===== config.mk =====
export PLATFORM = sky130hd
export DESIGN_NAME = mc_ctrl_fsm_flat
export DESIGN_NICKNAME = d
export VERILOG_FILES = /design/src/rtl/mc_ctrl_if.sv /design/src/rtl/mc_ctrl_fsm.sv /design/src/flat_wrapper.sv
export SDC_FILE = /design/constraint.sdc
export NUM_CORES = 1
export LEC_CHECK = 0
export ABC_AREA = 1
export CAP_MARGIN = 20
export CORE_MARGIN = 2
export CORE_UTILIZATION = 40
export DETAILED_ROUTE_END_ITERATION = 10
export PLACE_DENSITY = 0.63
export SLEW_MARGIN = 40
export SYNTH_ARGS = -nofsm -noshare
export SYNTH_HDL_FRONTEND = slang
export SYNTH_SLANG_ARGS = --single-unit

===== constraint.sdc =====
create_clock -name clk -period 1.3 [get_ports clk]
set_input_delay 0.26 -clock clk [delete_from_list [all_inputs] [get_ports clk]]
set_output_delay 0.26 -clock clk [all_outputs]
set_load 0.02 [all_outputs]

===== src/rtl/mc_ctrl_if.sv =====
// Control bundle between mc_ctrl_fsm (master) and the MulticycleRISC Datapath (slave).
interface mc_ctrl_if #(
    parameter int ALUOP_W = 2
);
    logic               start;
    logic [4:0]         opcode;
    logic [1:0]         ALUopcode;
    logic [2:0]         PSW_NZC;

    logic               Buff_PC;
    logic               Buff_MEMIns;
    logic               ALUorNot;
    logic               LIorMOV;
    logic               MEMresource;
    logic               WE_MEM;
    logic               WBresource;
    logic               RBresource;
    logic               oprandB;
    logic               LI;
    logic               PCplus1orWB;
    logic               WE_RF;
    logic               Branch;
    logic [1:0]         Jump;
    logic [ALUOP_W-1:0] ALUop;
    logic               Flag;
    logic               Buff_PSW;
    logic               done;
    logic               illegal;

    modport master (
        input  start, opcode, ALUopcode, PSW_NZC,
        output Buff_PC, Buff_MEMIns, ALUorNot, LIorMOV, MEMresource, WE_MEM,
               WBresource, RBresource, oprandB, LI, PCplus1orWB, WE_RF,
               Branch, Jump, ALUop, Flag, Buff_PSW, done, illegal
    );

    modport slave (
        output start, opcode, ALUopcode, PSW_NZC,
        input  Buff_PC, Buff_MEMIns, ALUorNot, LIorMOV, MEMresource, WE_MEM,
               WBresource, RBresource, oprandB, LI, PCplus1orWB, WE_RF,
               Branch, Jump, ALUop, Flag, Buff_PSW, done, illegal
    );
endinterface


===== src/rtl/mc_ctrl_fsm.sv =====
// Multicycle controller: FETCH/DECODE/EXEC/MEM/WB sequencing with memory wait states,
// halt/resume and illegal-opcode handling. MC_CTRL_PERF_CNT_EN adds cyc_cnt/ret_cnt.
module mc_ctrl_fsm #(
    parameter int ALUOP_W         = 2,
    parameter int MEM_WAIT        = 0,
    parameter int HALT_ON_ILLEGAL = 0,
    parameter int CNT_W           = 16
) (
    input  logic           clk,
    input  logic           Rst,
    mc_ctrl_if.master      bus
`ifdef MC_CTRL_PERF_CNT_EN
    ,
    output logic [CNT_W-1:0] cyc_cnt,
    output logic [CNT_W-1:0] ret_cnt
`endif
);

    localparam logic [4:0] OP_ALU   = 5'b00000;
    localparam logic [4:0] OP_LLI   = 5'b00001;
    localparam logic [4:0] OP_LHI   = 5'b00010;
    localparam logic [4:0] OP_LDRRI = 5'b00011;
    localparam logic [4:0] OP_LDRRR = 5'b00100;
    localparam logic [4:0] OP_STRRI = 5'b00101;
    localparam logic [4:0] OP_STRRR = 5'b00110;
    localparam logic [4:0] OP_OUTR  = 5'b00111;
    localparam logic [4:0] OP_BZ    = 5'b01000;
    localparam logic [4:0] OP_JMP   = 5'b01001;
    localparam logic [4:0] OP_JR    = 5'b01010;
    localparam logic [4:0] OP_BC    = 5'b01011;
    localparam logic [4:0] OP_HLT   = 5'b11111;

    localparam logic [3:0] WAIT_MAX    = 4'(MEM_WAIT);
    localparam logic       FIRST_LAST  = (MEM_WAIT == 0);
    localparam logic       ILL_IS_NOP  = (HALT_ON_ILLEGAL == 0);

    typedef enum logic [2:0] {
        IDLE, FETCH, DECODE, EXEC, MEM, WB, HALT
    } state_t;

    typedef struct packed {
        logic       buff_pc;
        logic       buff_memins;
        logic       aluornot;
        logic       liormov;
        logic       memresource;
        logic       we_mem;
        logic       wbresource;
        logic       rbresource;
        logic       oprandb;
        logic       li;
        logic       pcplus1orwb;
        logic       we_rf;
        logic       br_z;
        logic       br_c;
        logic [1:0] jump;
        logic       aluop;
        logic       flag;
        logic       buff_psw;
        logic       done;
    } ctl_t;

    state_t     state;
    logic [3:0] wcnt;
    logic [4:0] op_r;
    logic [1:0] fn_r;
    logic       illegal;
    ctl_t       ctl;

    function automatic logic op_legal(input logic [4:0] op);
        return (op <= OP_BC) || (op == OP_HLT);
    endfunction

    function automatic logic is_str(input logic [4:0] op);
        return (op == OP_STRRI) || (op == OP_STRRR);
    endfunction

    function automatic logic is_flow(input logic [4:0] op);
        return (op == OP_BZ) || (op == OP_BC) || (op == OP_JMP) || (op == OP_JR);
    endfunction

    // Control word presented while sitting in state s for op; last marks the final wait cycle.
    function automatic ctl_t ctl_for(input state_t s, input logic [4:0] op,
                                     input logic [1:0] fn, input logic last);
        ctl_t c;
        c = '0;
        case (s)
            FETCH: c.buff_memins = last;
            DECODE: begin
                c.rbresource = (op == OP_LHI);
                c.li         = (op == OP_LHI);
                c.oprandb    = (op == OP_LDRRI) || (op == OP_STRRI);
                c.buff_pc    = (op == OP_OUTR) || (op == OP_HLT) || (!op_legal(op) && ILL_IS_NOP);
            end
            EXEC: begin
                case (op)
                    OP_ALU: begin
                        c.buff_psw = 1'b1;
                        c.flag     = fn[0];
                        c.aluop    = fn[1];
                    end
                    OP_STRRI, OP_STRRR: c.rbresource = 1'b1;
                    OP_BZ:  begin c.br_z = 1'b1; c.buff_pc = 1'b1; end
                    OP_BC:  begin c.br_c = 1'b1; c.buff_pc = 1'b1; end
                    OP_JMP: begin c.jump = 2'b01; c.buff_pc = 1'b1; end
                    OP_JR:  begin c.jump = 2'b10; c.buff_pc = 1'b1; end
                    default: ;
                endcase
            end
            MEM: begin
                case (op)
                    OP_LLI, OP_LHI:     c.aluornot    = 1'b1;
                    OP_LDRRI, OP_LDRRR: c.memresource = 1'b1;
                    OP_STRRI, OP_STRRR: begin
                        c.memresource = 1'b1;
                        c.we_mem      = last;
                        c.buff_pc     = last;
                    end
                    default: ;
                endcase
            end
            WB: begin
                c.we_rf       = 1'b1;
                c.pcplus1orwb = 1'b1;
                c.buff_pc     = 1'b1;
                c.wbresource  = (op == OP_LDRRI) || (op == OP_LDRRR);
            end
            HALT:    c.done = 1'b1;
            default: ;
        endcase
        return c;
    endfunction

    always_ff @(posedge clk or posedge Rst) begin
        if (Rst) begin
            state   <= IDLE;
            wcnt    <= '0;
            op_r    <= '0;
            fn_r    <= '0;
            illegal <= 1'b0;
            ctl     <= '0;
        end else begin
            case (state)
                IDLE, HALT: begin
                    if (bus.start) begin
                        state <= FETCH;
                        wcnt  <= '0;
                        ctl   <= ctl_for(FETCH, op_r, fn_r, FIRST_LAST);
                    end
                end
                FETCH: begin
                    if (wcnt == WAIT_MAX) begin
                        state   <= DECODE;
                        wcnt    <= '0;
                        op_r    <= bus.opcode;
                        fn_r    <= bus.ALUopcode;
                        illegal <= illegal | ~op_legal(bus.opcode);
                        ctl     <= ctl_for(DECODE, bus.opcode, bus.ALUopcode, 1'b0);
                    end else begin
                        wcnt <= wcnt + 4'd1;
                        ctl  <= ctl_for(FETCH, op_r, fn_r, (wcnt + 4'd1) == WAIT_MAX);
                    end
                end
                DECODE: begin
                    if (op_r == OP_OUTR || (!op_legal(op_r) && ILL_IS_NOP)) begin
                        state <= FETCH;
                        wcnt  <= '0;
                        ctl   <= ctl_for(FETCH, op_r, fn_r, FIRST_LAST);
                    end else if (op_r == OP_HLT || !op_legal(op_r)) begin
                        state <= HALT;
                        ctl   <= ctl_for(HALT, op_r, fn_r, 1'b0);
                    end else begin
                        state <= EXEC;
                        ctl   <= ctl_for(EXEC, op_r, fn_r, 1'b0);
                    end
                end
                EXEC: begin
                    wcnt <= '0;
                    if (is_flow(op_r)) begin
                        state <= FETCH;
                        ctl   <= ctl_for(FETCH, op_r, fn_r, FIRST_LAST);
                    end else begin
                        state <= MEM;
                        ctl   <= ctl_for(MEM, op_r, fn_r, FIRST_LAST);
                    end
                end
                MEM: begin
                    if (wcnt == WAIT_MAX) begin
                        wcnt <= '0;
                        if (is_str(op_r)) begin
                            state <= FETCH;
                            ctl   <= ctl_for(FETCH, op_r, fn_r, FIRST_LAST);
                        end else begin
                            state <= WB;
                            ctl   <= ctl_for(WB, op_r, fn_r, 1'b0);
                        end
                    end else begin
                        wcnt <= wcnt + 4'd1;
                        ctl  <= ctl_for(MEM, op_r, fn_r, (wcnt + 4'd1) == WAIT_MAX);
                    end
                end
                WB: begin
                    state <= FETCH;
                    wcnt  <= '0;
                    ctl   <= ctl_for(FETCH, op_r, fn_r, FIRST_LAST);
                end
                default: begin
                    state <= IDLE;
                    ctl   <= '0;
                end
            endcase
        end
    end

    // Branch is the only output that looks at live flags: it uses PSW as seen during EXEC.
    assign bus.Branch      = (ctl.br_z & bus.PSW_NZC[1]) | (ctl.br_c & bus.PSW_NZC[0]);
    assign bus.Buff_PC     = ctl.buff_pc;
    assign bus.Buff_MEMIns = ctl.buff_memins;
    assign bus.ALUorNot    = ctl.aluornot;
    assign bus.LIorMOV     = ctl.liormov;
    assign bus.MEMresource = ctl.memresource;
    assign bus.WE_MEM      = ctl.we_mem;
    assign bus.WBresource  = ctl.wbresource;
    assign bus.RBresource  = ctl.rbresource;
    assign bus.oprandB     = ctl.oprandb;
    assign bus.LI          = ctl.li;
    assign bus.PCplus1orWB = ctl.pcplus1orwb;
    assign bus.WE_RF       = ctl.we_rf;
    assign bus.Jump        = ctl.jump;
    assign bus.ALUop       = ALUOP_W'(ctl.aluop);
    assign bus.Flag        = ctl.flag;
    assign bus.Buff_PSW    = ctl.buff_psw;
    assign bus.done        = ctl.done;
    assign bus.illegal     = illegal;

    logic unused_psw_n;
    assign unused_psw_n = bus.PSW_NZC[2];

`ifdef MC_CTRL_PERF_CNT_EN
    always_ff @(posedge clk or posedge Rst) begin
        if (Rst) begin
            cyc_cnt <= '0;
            ret_cnt <= '0;
        end else begin
            if (state != IDLE && state != HALT)
                cyc_cnt <= cyc_cnt + CNT_W'(1);
            if (ctl.buff_pc)
                ret_cnt <= ret_cnt + CNT_W'(1);
        end
    end
`else
    localparam int unused_cnt_w = CNT_W;
`endif

endmodule


===== src/flat_wrapper.sv =====
// flat-port wrapper written by rule: the top's interface ports become plain ports
module mc_ctrl_fsm_flat 
#(
    parameter int ALUOP_W         = 2,
    parameter int MEM_WAIT        = 0,
    parameter int HALT_ON_ILLEGAL = 0,
    parameter int CNT_W           = 16
)
  (clk, Rst, bus_start, bus_opcode, bus_ALUopcode, bus_PSW_NZC, bus_Buff_PC, bus_Buff_MEMIns, bus_ALUorNot, bus_LIorMOV, bus_MEMresource, bus_WE_MEM, bus_WBresource, bus_RBresource, bus_oprandB, bus_LI, bus_PCplus1orWB, bus_WE_RF, bus_Branch, bus_Jump, bus_ALUop, bus_Flag, bus_Buff_PSW, bus_done, bus_illegal);
  mc_ctrl_if #(.ALUOP_W(ALUOP_W)) bus_i ();
  input  logic clk;
  input  logic Rst;
  input wire logic [$bits(bus_i.start)-1:0] bus_start;
  input wire logic [$bits(bus_i.opcode)-1:0] bus_opcode;
  input wire logic [$bits(bus_i.ALUopcode)-1:0] bus_ALUopcode;
  input wire logic [$bits(bus_i.PSW_NZC)-1:0] bus_PSW_NZC;
  output wire logic [$bits(bus_i.Buff_PC)-1:0] bus_Buff_PC;
  output wire logic [$bits(bus_i.Buff_MEMIns)-1:0] bus_Buff_MEMIns;
  output wire logic [$bits(bus_i.ALUorNot)-1:0] bus_ALUorNot;
  output wire logic [$bits(bus_i.LIorMOV)-1:0] bus_LIorMOV;
  output wire logic [$bits(bus_i.MEMresource)-1:0] bus_MEMresource;
  output wire logic [$bits(bus_i.WE_MEM)-1:0] bus_WE_MEM;
  output wire logic [$bits(bus_i.WBresource)-1:0] bus_WBresource;
  output wire logic [$bits(bus_i.RBresource)-1:0] bus_RBresource;
  output wire logic [$bits(bus_i.oprandB)-1:0] bus_oprandB;
  output wire logic [$bits(bus_i.LI)-1:0] bus_LI;
  output wire logic [$bits(bus_i.PCplus1orWB)-1:0] bus_PCplus1orWB;
  output wire logic [$bits(bus_i.WE_RF)-1:0] bus_WE_RF;
  output wire logic [$bits(bus_i.Branch)-1:0] bus_Branch;
  output wire logic [$bits(bus_i.Jump)-1:0] bus_Jump;
  output wire logic [$bits(bus_i.ALUop)-1:0] bus_ALUop;
  output wire logic [$bits(bus_i.Flag)-1:0] bus_Flag;
  output wire logic [$bits(bus_i.Buff_PSW)-1:0] bus_Buff_PSW;
  output wire logic [$bits(bus_i.done)-1:0] bus_done;
  output wire logic [$bits(bus_i.illegal)-1:0] bus_illegal;
  assign bus_i.start = bus_start;
  assign bus_i.opcode = bus_opcode;
  assign bus_i.ALUopcode = bus_ALUopcode;
  assign bus_i.PSW_NZC = bus_PSW_NZC;
  assign bus_Buff_PC = bus_i.Buff_PC;
  assign bus_Buff_MEMIns = bus_i.Buff_MEMIns;
  assign bus_ALUorNot = bus_i.ALUorNot;
  assign bus_LIorMOV = bus_i.LIorMOV;
  assign bus_MEMresource = bus_i.MEMresource;
  assign bus_WE_MEM = bus_i.WE_MEM;
  assign bus_WBresource = bus_i.WBresource;
  assign bus_RBresource = bus_i.RBresource;
  assign bus_oprandB = bus_i.oprandB;
  assign bus_LI = bus_i.LI;
  assign bus_PCplus1orWB = bus_i.PCplus1orWB;
  assign bus_WE_RF = bus_i.WE_RF;
  assign bus_Branch = bus_i.Branch;
  assign bus_Jump = bus_i.Jump;
  assign bus_ALUop = bus_i.ALUop;
  assign bus_Flag = bus_i.Flag;
  assign bus_Buff_PSW = bus_i.Buff_PSW;
  assign bus_done = bus_i.done;
  assign bus_illegal = bus_i.illegal;
  mc_ctrl_fsm #(.ALUOP_W(ALUOP_W), .MEM_WAIT(MEM_WAIT), .HALT_ON_ILLEGAL(HALT_ON_ILLEGAL), .CNT_W(CNT_W)) u_core (.clk(clk), .Rst(Rst), .bus(bus_i));
endmodule

Word-level counts from Yosys, hierarchy flattened
Index checks and enable logic that the tools add are counted.
- flip-flop bits (word level): 35
- bits of input ports: 13
- output and inout bits: 21
- add/sub/neg operators: 1
- magnitude comparators: 2
- equality and inequality tests: 27
- mux-type cells: 29
- bitwise logic cells: 5
- reduce and logical (&&, ||, !) cells: 29
- operators by type and width (operator ; number):
    $mux W20 ; 7
    $pmux W20 S6 ; 1
    $eq A5 B3 Y1 const B ; 6
    $mux W3 ; 8
    $eq A5 B2 Y1 const B ; 4
    $eq A5 B4 Y1 const B ; 4
    $pmux W3 S6 ; 1
    $pmux W4 S4 ; 1
    $logic_or A1 B1 Y1 ; 12
    $mux W4 ; 3
    $eq A5 B5 Y1 const B ; 2
    $le A5 B4 Y1 const B ; 2
    $reduce_or A2 Y1 ; 5
    $eq A3 B3 Y1 const B ; 3
    $logic_not A4 Y1 ; 2
    $reduce_or A4 Y1 ; 2
    $mux W1 ; 7
    $eq A3 B2 Y1 const B ; 2
    $ne A2 B1 Y1 const B ; 3
    $reduce_and A3 Y1 ; 2
    $eq A5 B1 Y1 const B ; 1
    $logic_not A5 Y1 ; 1
    $add A4 B1 Y4 const B ; 1
    $pmux W2 S2 ; 1
    other kinds (9) ; 12

Longest topological paths before layout
- depth after elaboration: 7
- depth in mapped cells: 10

Least setup slack after synthesis
No wires, ideal clock.
- path type: reg2reg
- from: reg u_core.wcnt[0]
- to: reg u_core.ctl (netlist bit u_core.bus.RBresource)
- data arrival time: 1225 ps
- data required time: 1232 ps
- path slack: 7 ps
- stages on the path, launching flop included: 9
- path buffers: 0
- cells stage by stage: dfrtp_1 > inv_1 > ha_1 > nand2_1 > nor2_4 > inv_2 > nor2_1 > nand3_1 > nand3_1
- longest elaborated chain between the ends: 3
- RTL lines (what ; line ; text):
    start, declared ; mc_ctrl_fsm.sv:64 ; logic [3:0] wcnt;
    start signal, assigned ; mc_ctrl_fsm.sv:160 ; wcnt <= wcnt + 4'd1;
    start signal, assigned ; mc_ctrl_fsm.sv:198 ; wcnt <= wcnt + 4'd1;
    $logic_not A4 Y1 * ; mc_ctrl_fsm.sv:152, mc_ctrl_fsm.sv:188 ;
    $mux W20 (on tied branches) ; mc_ctrl_fsm.sv:188, mc_ctrl_fsm.sv:152 ;
    $pmux W20 S6 * ; mc_ctrl_fsm.sv:143 ; case (state)
    end signal, assigned ; mc_ctrl_fsm.sv:148 ; ctl <= ctl_for(FETCH, op_r, fn_r, FIRST_LAST);
    end signal, assigned ; mc_ctrl_fsm.sv:158 ; ctl <= ctl_for(DECODE, bus.opcode, bus.ALUopcode, 1'b0);
    end signal, assigned ; mc_ctrl_fsm.sv:192 ; ctl <= ctl_for(FETCH, op_r, fn_r, FIRST_LAST);
    end, declared ; mc_ctrl_fsm.sv:68 ; ctl_t ctl;
Every way passes the cells marked *; elsewhere a longest branch is shown, timed or not.
A chain may end at the register's enable or synchronous reset.

Final worst setup path
- from: reg u_core.wcnt[0]
- to: reg u_core.ctl (netlist bit u_core.bus.Buff_MEMIns)
- longest elaborated chain between the ends: 4
- RTL lines (what ; line ; text):
    $add A4 B1 Y4 ; mc_ctrl_fsm.sv:161 ; ctl <= ctl_for(FETCH, op_r, fn_r, (wcnt + 4'd1) == WAIT_MAX);
    $logic_not A4 Y1 ; mc_ctrl_fsm.sv:161 ;
    $mux W20 ; mc_ctrl_fsm.sv:152 ; if (wcnt == WAIT_MAX) begin
    $pmux W20 S6 * ; mc_ctrl_fsm.sv:143 ;
    end signal, assigned ; mc_ctrl_fsm.sv:148 ;
    end signal, assigned ; mc_ctrl_fsm.sv:158 ;
    end signal, assigned ; mc_ctrl_fsm.sv:161 ;
Marks and branches as above.

==> impl_metrics.toml <==
[sta]
max_freq_mhz = 720
hold_violations = 0
period_share_pct = 107
maxSlewViolCount = 0
whs_ns = 0.301
fin_crit_ns = 1.39
worst_slack_ns = -0.0892
setup_viol = 22
fin_skew_ns = 0.00625
rsz0062_at_grt = "true"

[critical_path]
crit_path_frequent_cell = "nand2_1"
arrival_ns = 1.57
rr_worst_depth = 9
crit_slowest_cell = "dfrtp_1"
start_kind = "flip-flop"
path_cells = "buf_6 > buf_4 > ha_1 > nand2_1 > nor2_1 > nand3b_1 > nand3_2 > nand2_2 > nand2_1"
crit_start = "u_core.wcnt[0]"
crit_type = "flip-flop to flip-flop"
r2r_start = "u_core.wcnt[0]"
slowest_delay_ns = 0.40
cp.required_ns = 1.48
crit_fanout = 4
setup.worst_path.end_class = "flip-flop"

[route]
met1_length_microns = 2030
ant_nets = 0
wl_met2_microns = 2240
drtIter0Drc = 49
wire_per_inst_microns = 12.5
wl_microns = 4540
routed.top_layer = "met4"
drc = 0
vias = 1730
met3_length_microns = 182
via_per_inst = 4.77
drtPass1Iterations = 5

[power_and_ir_drop]
power_frac_seq_pct = 24.8
switching_share_pct = 39.2
p_total_mw = 5.90
p_comb_share_pct = 55.8
p_leak_nw = 1.53
p_sw_mw = 2.31
p_int_mw = 3.59
pwr-share-clk_pct = 19.5
powerDensity_nw_per_um2 = 2090
vdd_drop_max_mv = 1.24

[clock_tree]
ctsHoldBuffers = 0
clock-root-buffer = "clkbuf_8"
cts_tree = "yes"
cts.clk_slew.worst_paths_ns = 0.07
clkLatencyLatePin_ns = 0.29
h-tree-depth = 2
clock_path_buffers = 2
cts_num_sinks = 33
cts_made_buffers = 5

[synthesis]
seq_area_frac_synth_pct = 46.3
syn_area_per_cell_sq_um = 7.68
yosys_warnings = 0
synthDistinctLibCells = 30
syn_inst = 232
ys_seq_elements = 33
syn_area_sq_um = 1780

[final_layout]
final_nets = 326
final_cell_mix = "nand2_1 (63), buf_4 (39), dfrtp_1 (32), inv_1 (18), nand2_2 (18)"
finalInstanceArea_sq_um = 2820
drive_above_1_share_pct = 35.4
synthToLayoutAreaGrowth_pct = 58.4
layout_commonest_cell = "nand2_1"
diodes = 0

[grt]
grt_max_degree = 34
grt_pass1_wl_microns = 7550
grt_pass1_vias = 1699
antenna_found_initial = 0
grt_usage_pct = 19.3
grt_overflow_total = 0

[die]
die_height_microns = 70.7
core-area_sq_um = 4320
die_w_microns = 70.7
die_area_sq_um = 5000
initial_core_util_pct = 41.2
rows = 24
num_io_pins = 34

[placed_design]
dpl_cell_area_sq_um = 2370
dpl.hpwl_microns = 3030
numPortBuffers = 30
place_congestion = 0.808

[min_path]
hp-class = "primary input to async pin"

[status]
violations = "negative setup slack"
status = "complete, but fails checks"

[run]
cap_viol_max_count = 0
logic make-up (layout without fill, tap and decap cells):
| kind of cell | after synthesis | count (layout) | share of synthesized area, % |
|---|---|---|---|
| simple gates | 132 | 132 | 33.1 |
| other cells | 1 | 2 | 0.210 |
| fa+ha+maj | 3 | 3 | 2.11 |
| xor+xnor | 1 | 1 | 0.492 |
| compound gates | 28 | 28 | 8.71 |
| flops | 33 | 33 | 46.3 |
| buf+inv | 34 | 112 | 9.06 |
power by group through the flow:
| stage | Sequential (mW) | Combinational [mW] | Clock (mW) |
|---|---|---|---|
| 3_5_place_dp | 1.46 | 2.47 | 0 |
| 5_1_grt | 1.50 | 3.63 | 1.20 |
| 6_report | 1.46 | 3.29 | 1.15 |
| 2_1_floorplan | 1.53 | 1.33 | 0 |
| 3_3_place_gp | 1.45 | 2.43 | 0 |
| 4_1_cts | 1.45 | 3.11 | 1.17 |
synth_stat cells:
library cell	number	area, sq um
nand2_1	83	312
dfrtp_1	33	826
inv_1	21	78.8
nor2_1	17	63.8
nand3_1	15	75.1
o21ai_0	13	65.1
buf_4	6	45.0
o21ai_1	6	30.0
a21oi_1	4	20.0
inv_2	4	15.0
nor3_1	4	20.0
ha_1	3	37.5
nand2_2	3	18.8
nand4_1	3	18.8
nor2_8	2	40.0
a22o_1	1	8.76
a22oi_1	1	7.51
a31o_2	1	8.76
buf_2	1	5.00
buf_6	1	11.3
conb_1	1	3.75
inv_4	1	6.26
nand3_2	1	10.0
nand3b_1	1	7.51
nor2_2	1	6.26
nor2_4	1	11.3
o21a_1	1	7.51
o31ai_1	1	7.51
or2_2	1	6.26
xor2_1	1	8.76
final timing paths:
kind	endpoint	slack, ns
worst max-delay path	u_core.bus.Buff_MEMIns	-0.09
worst min-delay path	u_core.bus.Jump[0]	0.30
worst max register to register	u_core.bus.Buff_MEMIns	-0.09
worst min register to register	u_core.bus.LI	0.48
max in group asynchronous	u_core.state[2]	0.80
min in group clk	u_core.bus.LI	0.48
per-stage QoR:
step	TNS (ns)	setup slack [ns]	utilization, %	instances
after global placement	-2.41	-0.386	54.8	341
after CTS	-2.05	-0.126	63.3	359
final	-1.01	-0.0892	65.2	363
after floorplan	0	0.00682	-	233
after global routing	-3.78	-0.196	65.2	363
after detailed placement	-2.73	-0.386	54.8	341
worst max-delay path: cells and delay by family (launching register included):
family | cells | cell delay, ns
buf+inv | 2 | 0.28
simple gates | 6 | 0.42
flops | 1 | 0.40
fa+ha+maj | 1 | 0.18
per-layer routing:
metal / vias up / GRT usage [%]
met5: - / 0
met4: 0 / 7.55
met3: 6 / 4.42
met2: 39 / 31.7
met1: 794 / 24.8
li1: 891 / -
flip-flops by register name, indices dropped and copies added (netlist names), 2 cells and up:
register	count
u_core.op_r	5
u_core.wcnt	4
u_core.state	3
u_core.bus.Jump	2
u_core.ctl	2
u_core.fn_r	2
final cells by class:
class	instances	area [sq um]
well taps	52	65.1
clock buffers	5	68.8
flip-flops and latches	33	827
inverters	26	105
repair buffers	78	723
fillers	370	1500
clock inverters	3	65.1
multi-input cells	166	967
what timing repair did:
action                     in CTS  in global routing
resized for setup              64                 29
gates cloned                    2                  0
setup buffers                   8                  5
pin swaps                      18                 16
setup endpoints to repair      49                 37
Power figures use the tool's default switching activity.
